--- src/rtl/rtype_issue.sv ---
// R-type issue/writeback stage: decode, regfile read, ALU drive, write-back.
// Optional OP-IMM support is enabled with `define RTYPE_ISSUE_OP_IMM_EN.
module rtype_issue #(
  parameter int ALU_LATENCY = 1
) (
  input  logic        clock,
  input  logic        reset_n,
  input  logic        instr_valid,
  output logic        instr_ready,
  input  logic [31:0] instr,
  output logic        alu_enable,
  output logic [2:0]  alu_funct3,
  output logic [6:0]  alu_funct7,
  output logic [31:0] alu_operand_1,
  output logic [31:0] alu_operand_2,
  input  logic [31:0] alu_result,
  output logic        retire_valid,
  output logic [4:0]  retire_rd,
  output logic [31:0] retire_data,
  output logic        illegal_instr,
  input  logic        debug_we,
  input  logic [4:0]  debug_addr,
  input  logic [31:0] debug_wdata,
  output logic [31:0] debug_rdata
);

  localparam logic [6:0] OP_REG = 7'b0110011;
  localparam logic [6:0] OP_IMM = 7'b0010011;
  localparam logic [3:0] CNT_INIT = 4'(ALU_LATENCY - 1);

  typedef enum logic [2:0] {
    IDLE,
    REJECT,
    READ,
    EXEC,
    WB
  } state_t;

  state_t      state;
  state_t      state_nxt;
  logic [31:7] ir;
  logic [3:0]  cnt;
  logic [31:0] regs [32];
  logic        hs;
  logic        legal;
  logic [31:0] op2_nxt;
  logic [6:0]  f7_nxt;

  wire [6:0] in_op = instr[6:0];
  wire [2:0] in_f3 = instr[14:12];
  wire [6:0] in_f7 = instr[31:25];
  wire [4:0] rd    = ir[11:7];
  wire [4:0] rs1   = ir[19:15];
  wire [4:0] rs2   = ir[24:20];

`ifdef RTYPE_ISSUE_OP_IMM_EN
  logic imm_op;
`endif

  assign hs            = instr_valid & instr_ready;
  assign instr_ready   = (state == IDLE);
  assign alu_enable    = (state == EXEC);
  assign retire_valid  = (state == WB);
  assign illegal_instr = (state == REJECT);
  assign debug_rdata   = (debug_addr == 5'd0) ? 32'd0 : regs[debug_addr];

  always_comb begin
    legal = 1'b0;
    unique case (1'b1)
      (in_op == OP_REG): begin
        legal = (in_f7 == 7'h00) ||
                ((in_f7 == 7'h20) &&
                 ((in_f3 == 3'b000) || (in_f3 == 3'b101)));
      end
`ifdef RTYPE_ISSUE_OP_IMM_EN
      (in_op == OP_IMM): begin
        legal = 1'b1;
        if (in_f3 == 3'b001)
          legal = (in_f7 == 7'h00);
        else if (in_f3 == 3'b101)
          legal = (in_f7 == 7'h00) || (in_f7 == 7'h20);
      end
`endif
      default: legal = 1'b0;
    endcase
  end

  // Second operand and funct7 as presented to the ALU in EXEC.
  always_comb begin
    op2_nxt = regs[rs2];
    f7_nxt  = ir[31:25];
`ifdef RTYPE_ISSUE_OP_IMM_EN
    if (imm_op) begin
      op2_nxt = {{20{ir[31]}}, ir[31:20]};
      if ((ir[14:12] != 3'b001) && (ir[14:12] != 3'b101))
        f7_nxt = 7'h00;
    end
`endif
  end

  always_ff @(posedge clock or negedge reset_n) begin
    if (!reset_n) state <= IDLE;
    else          state <= state_nxt;
  end

  always_comb begin
    state_nxt = state;
    unique case (state)
      IDLE:    if (hs) state_nxt = legal ? READ : REJECT;
      REJECT:  state_nxt = IDLE;
      READ:    state_nxt = EXEC;
      EXEC:    if (cnt == 4'd0) state_nxt = WB;
      WB:      state_nxt = IDLE;
      default: state_nxt = IDLE;
    endcase
  end

  always_ff @(posedge clock or negedge reset_n) begin
    if (!reset_n) begin
      ir            <= '0;
      cnt           <= '0;
      alu_funct3    <= '0;
      alu_funct7    <= '0;
      alu_operand_1 <= '0;
      alu_operand_2 <= '0;
      retire_rd     <= '0;
      retire_data   <= '0;
`ifdef RTYPE_ISSUE_OP_IMM_EN
      imm_op        <= 1'b0;
`endif
      for (int i = 0; i < 32; i++) regs[i] <= '0;
    end else begin
      case (state)
        IDLE: begin
          if (hs) begin
            ir <= instr[31:7];
`ifdef RTYPE_ISSUE_OP_IMM_EN
            imm_op <= (in_op == OP_IMM);
`endif
          end else if (debug_we && (debug_addr != 5'd0)) begin
            regs[debug_addr] <= debug_wdata;
          end
        end
        READ: begin
          alu_operand_1 <= regs[rs1];
          alu_operand_2 <= op2_nxt;
          alu_funct3    <= ir[14:12];
          alu_funct7    <= f7_nxt;
          cnt           <= CNT_INIT;
        end
        EXEC: begin
          if (cnt == 4'd0) begin
            retire_data <= alu_result;
            retire_rd   <= rd;
          end else begin
            cnt <= cnt - 4'd1;
          end
        end
        WB: begin
          if (rd != 5'd0) regs[rd] <= retire_data;
        end
        default: ;
      endcase
    end
  end

endmodule

--- config.mk ---
export PLATFORM = sky130hd
export DESIGN_NAME = rtype_issue
export DESIGN_NICKNAME = d
export VERILOG_FILES = /design/src/rtl/rtype_issue.sv
export SDC_FILE = /design/constraint.sdc
export NUM_CORES = 2
export LEC_CHECK = 0
export CAP_MARGIN = 20
export CORE_ASPECT_RATIO = 1.75
export CORE_UTILIZATION = 40
export CTS_CLUSTER_SIZE = 8
export DETAILED_ROUTE_END_ITERATION = 7
export GPL_ROUTABILITY_DRIVEN = 0
export GPL_TIMING_DRIVEN = 0
export PLACE_DENSITY_LB_ADDON = 0.08
export SLEW_MARGIN = 20
export SYNTH_ARGS = -nofsm -noshare
export SYNTH_HDL_FRONTEND = slang
export SYNTH_SLANG_ARGS = --single-unit
--- constraint.sdc ---
create_clock -name clock -period 3.5 [get_ports clock]
set_input_delay 0.7 -clock clock [delete_from_list [all_inputs] [get_ports clock]]
set_output_delay 0.7 -clock clock [all_outputs]
set_load 0.05 [all_outputs]
==> results of run 1 <==
routing by layer:
| metal | GRT overflow | GRT usage, % |
|---|---|---|
| met1 | 24 | 67.5 |
| met2 | 876 | 81.4 |
| met3 | 37 | 47.8 |
| met4 | 496 | 58.1 |
| met5 | 4 | 21.4 |
Yosys cell counts, drive strengths merged (2+ instances only):
library cell	n	area, um2
a21oi	132	661
a221oi	160	1400
a22o	161	1410
a22oi	320	2400
a31oi	32	200
and2	11	68.8
and3	3	18.8
and3b	2	17.5
buf	279	1500
clkbuf	611	2290
dfrtp	1167	29200
inv	5	18.8
mux2	1064	12000
mux2i	1024	10200
mux4	256	5770
nand2	200	751
nand2b	9	56.3
nand3	3	15.0
nor2	10	40.0
nor2b	11	68.8
nor3	8	45.0
nor3b	7	52.6
o21ai	4	20.0
o22a	12	105
o22ai	1076	6840
o41ai	64	561
or2	2	12.5
cell families after synthesis:
group / Yosys count / share of synthesized area (%)
buffers and inverters: 895 / 5.02
AND/OR/NAND/NOR: 271 / 1.59
multiplexers: 2344 / 36.9
flip-flops: 1167 / 38.5
XOR/XNOR: 1 / 0.0116
AO/OA/AOI/OAI: 1962 / 17.9
adder cells (fa/ha/maj): 1 / 0.0165
timing repair:
item | CTS
hold endpoints to repair | 97
gates cloned | 13
setup endpoints to repair | 390
setup buffers | 92
pin swaps | 47
resized for setup | 718
hold buffers | 9
through the flow:
step	setup slack [ps]	hold slack, ps	utilization (%)
after detailed placement	-3080	473	44.1
after floorplan	124	404	-
after global placement	-55810	470	43.3
after CTS	-104	433	48.3
==> metrics.yaml, run 1 <==
run_status:
  status: "did not finish"
  haltStage: "global routing (5_1_grt)"
  firstError: "[ERROR GRT-0116] Global routing finished with congestion. Check the congestion regions in the DRC Viewer."
synth:
  synth-main-ff-cell: "dfrtp_1"
  syn_inst: 6641
  synth_sequential_area_ratio_pct: 38.5
  postSynthAreaPerCell_um2: 11.4
  syn_area_um2: 75800
  async_flop_share_pct: 100
  yosys_warnings: 0
  synth-edff-count: 0
  synth_cell_types: 41
  ys_ff_latch: 1167
  synth_fp_nets: 6747
clock_network:
  cts_root_buf: "clkbuf_16"
  numCtsBuffers: 172
  cts_max_path_buffers: 4
  clock-sinks: 1167
  h-tree-depth: 4
global_route:
  grt_pass1_wl_um: 856000
  grt_max_degree: 136
  grt_pass1_vias: 85100
  gr-total-overflow: 1437
  grtUsageTotal_pct: 64.7
die:
  die_h_um: 578
  initial_core_util_pct: 40.2
  rows: 211
  io_pins: 252
  die_w_um: 331
placed_design:
  hpwl_um: 386000
  io_buffers: 251
  dp.cells: 9393
  dpl_cell_area_um2: 83100
==> run 2: changes to the inputs <==
--- a/config.mk
+++ b/config.mk
@@ -6,13 +6,11 @@
 export NUM_CORES = 2
 export LEC_CHECK = 0
 export CAP_MARGIN = 20
-export CORE_ASPECT_RATIO = 1.75
-export CORE_UTILIZATION = 40
-export CTS_CLUSTER_SIZE = 8
+export CORE_UTILIZATION = 25
 export DETAILED_ROUTE_END_ITERATION = 7
 export GPL_ROUTABILITY_DRIVEN = 0
 export GPL_TIMING_DRIVEN = 0
-export PLACE_DENSITY_LB_ADDON = 0.08
+export PLACE_DENSITY_LB_ADDON = 0.15
 export SLEW_MARGIN = 20
 export SYNTH_ARGS = -nofsm -noshare
 export SYNTH_HDL_FRONTEND = slang
==> metrics.yaml, run 2 <==
synth:
  synth_fp_nets: 6747
  synth_top_family_by_area: "multiplexers"
  ys_ff_latch: 1167
  synth_mux_area_share_pct: 36.9
  synth_xor_area_share_pct: 0.0115
  yosys.cell_count.top_type: "dfrtp_1"
  synth.area.top_cells: "dfrtp_1 39%, mux2i_1 14%, mux2_2 9.4%"
  postSynthAreaPerCell_um2: 11.4
  async_flop_share_pct: 100
  syn_inst: 6641
  synth_sequential_area_ratio_pct: 38.5
  ys_top_cells_by_count: "1167 x dfrtp_1, 1058 x o22ai_1, 1024 x mux2i_1, 633 x mux2_2, 611 x clkbuf_1"
  synth_cell_types: 41
  synth_fa_ha_area_share_pct: 0.0165
  synth-main-ff-cell: "dfrtp_1"
  yosys.area.top_type: "dfrtp_1"
  synth-edff-count: 0
  syn_area_um2: 75800
  yosys_warnings: 0
  synthSimpleGateAreaFrac_pct: 1.59
  synth_top_area_share_pct: 38.5
  synth_compound_area_share_pct: 17.9
critical_path:
  regToRegStartpoint: "ir[20]"
  rr_worst_depth: 7
  timing.rr.end: "alu_operand_2[8]"
  crit_path_max_fanout: 10
  cp-start-kind: "flop"
  cp-endpoint: "alu_operand_2[8]"
  end_kind: "flop"
  ff2ff_setup_slack_ps: -280
  cp_data_required_time_ps: 4240
  startpoint: "ir[20]"
  path_class: "reg -> reg"
  arrival_ps: 4530
global_route:
  grt_max_degree: 127
  grt_pass1_wl_um: 753000
  grt_use_met2_pct: 48.6
  antenna_found_initial: 49
  gr-total-overflow: 0
  top_usage_layer: "met2"
  grt_pass1_vias: 73400
  use_met1_pct: 44.0
  use_met3_pct: 20.2
  grtUsageTotal_pct: 37.3
clock_network:
  cts_max_path_buffers: 4
  clock-sinks: 1167
  clock_latency_ps: 950
  clk_pin_slew_ps: 60
  cts_root_buf: "clkbuf_16"
  h-tree-depth: 4
  cts_tree: "done"
  numCtsBuffers: 166
die:
  initial_core_util_pct: 25.2
  rows: 201
  die_h_um: 553
  die_w_um: 553
  io_pins: 252
  die_area_um2: 306000
  core_area_um2: 301000
timing:
  tightest_slew_ps: 1400
  period_needed_ps: 3780
  rsz0062_at_grt: "yes"
  max_slew_margin_pct: 6.54
  setup_viol: 175
  worst_slack_ps: -284
  hold_viol: 0
  fin_tns_setup_ps: -17870
  fmax_mhz: 264
  drv_slew: 0
  min_period_over_period_pct: 108
  finClkSkew_ps: 81.0
final_layout:
  largest_reg_flops: 1024
  fin_util_pct: 31.7
  top_register: "regs"
  drive_gt1_share_pct: 28.6
  syn_to_final_growth_pct: 25.6
  finalNetCount: 7370
  fin_area_um2: 95300
  most-common-layout-cells: "1164 x dfrtp_1, 1055 x o22ai_1, 1024 x mux2i_1, 633 x mux2_2, 431 x mux2_1"
  n_fill_cell: 30700
  mostFrequentLayoutCell: "dfrtp_1"
power:
  powerDensity_nw_per_um2: 548
  power_mw: 52.2
  ir_drop_v: 0.000398
  power.leakage_nw: 34.4
run_status:
  failed_checks: "DRC, setup timing"
  status: "complete, but fails checks"
drt:
  drcViolationCount: 38
  wire_per_inst_um: 52.1
  antenna_left: 0
  vias: 79100
  drt_iter0_markers: 15200
  dr.pass1.iters: 8
  viasPerCell: 6.94
  routed_wl_um: 594000
placed_design:
  io_buffers: 251
  dpl_cell_area_um2: 85400
  hpwl_um: 404000
min_path:
  hold_depth: 2
  hold_path.class: "in -> reg"
flow_run:
  maxCapViolCount: 0
run 2: cell counts after synthesis:
No cell type changed its count.
run 2: stage by stage:
step,hold WS (ps),std cells,setup WS [ps]
CTS,381,11300,-58.7
floorplan,404,6641,124
finish,361,11400,-284
detailed placement,471,10900,-3130
global placement,473,10900,-58730
global route,389,11400,-85.1
run 2: where the power goes:
part           internal, mW  switching (mW)
clock network          10.1            7.47
logic                  5.91            11.0
registers              15.4            2.27
run 2: worst min path at each step:
stage,slack [ps],startpoint,endpoint
after global placement,470,cnt[0],cnt[0]
after floorplan,400,reset_n,alu_funct3[0]
after CTS,380,alu_result[16],retire_data[16]
after global routing,390,alu_result[19],retire_data[19]
final,360,alu_result[16],retire_data[16]
after detailed placement,470,cnt[0],cnt[0]
run 2: cell type report:
class | instances | area [um2] | area share [%]
Clock inverter | 45 | 482 | 0.506
Sequential cell | 1167 | 29200 | 30.7
Tap cell | 3958 | 4950 | 5.20
Antenna cell | 48 | 120 | 0.126
Inverter | 5 | 22.5 | 0.0236
Timing Repair Buffer | 460 | 5960 | 6.25
Clock buffer | 240 | 4840 | 5.08
Buffer | 885 | 5570 | 5.84
Multi-Input combinational cell | 4579 | 44100 | 46.3
run 2: what timing repair did:
action / CTS / global route
hold buffers: 1 / 0
setup endpoints to repair: 815 / 400
gates cloned: 12 / 6
setup buffers: 91 / 34
endpoints found under the hold margin: 109 / 0
gates resized for setup: 749 / 133
pin swaps: 55 / 37
run 2: worst max-delay path, cell delays in order, from the launching register on:
cell and delay, ps:
dfrtp_1 310, buf_2 440, buf_2 940, mux2i_1 190, a22o_1 300, a221oi_1 560
o22ai_1 150, o41ai_1 700
run 2: logic make-up (layout without fill, tap and decap cells):
logic type	after synthesis	count (layout)
xor gates and xnor gates	1	1
and+or+nand+nor	271	271
adders and majority gates	1	1
other	0	48
buffers and inverters	895	1635
DFF	1167	1167
muxes	2344	2344
AOI/OAI and AO/OA	1962	1962
run 2: layer usage:
layer  wire length [um]  vias up  share of wire (%)
met2             224000     7933                 38
li1                   -    27800                  -
met5               1570        -               0.26
met4              60500       40                 10
met3              90200     2584                 15
met1             217000    40800                 37
(Power assumes the default switching activity.)
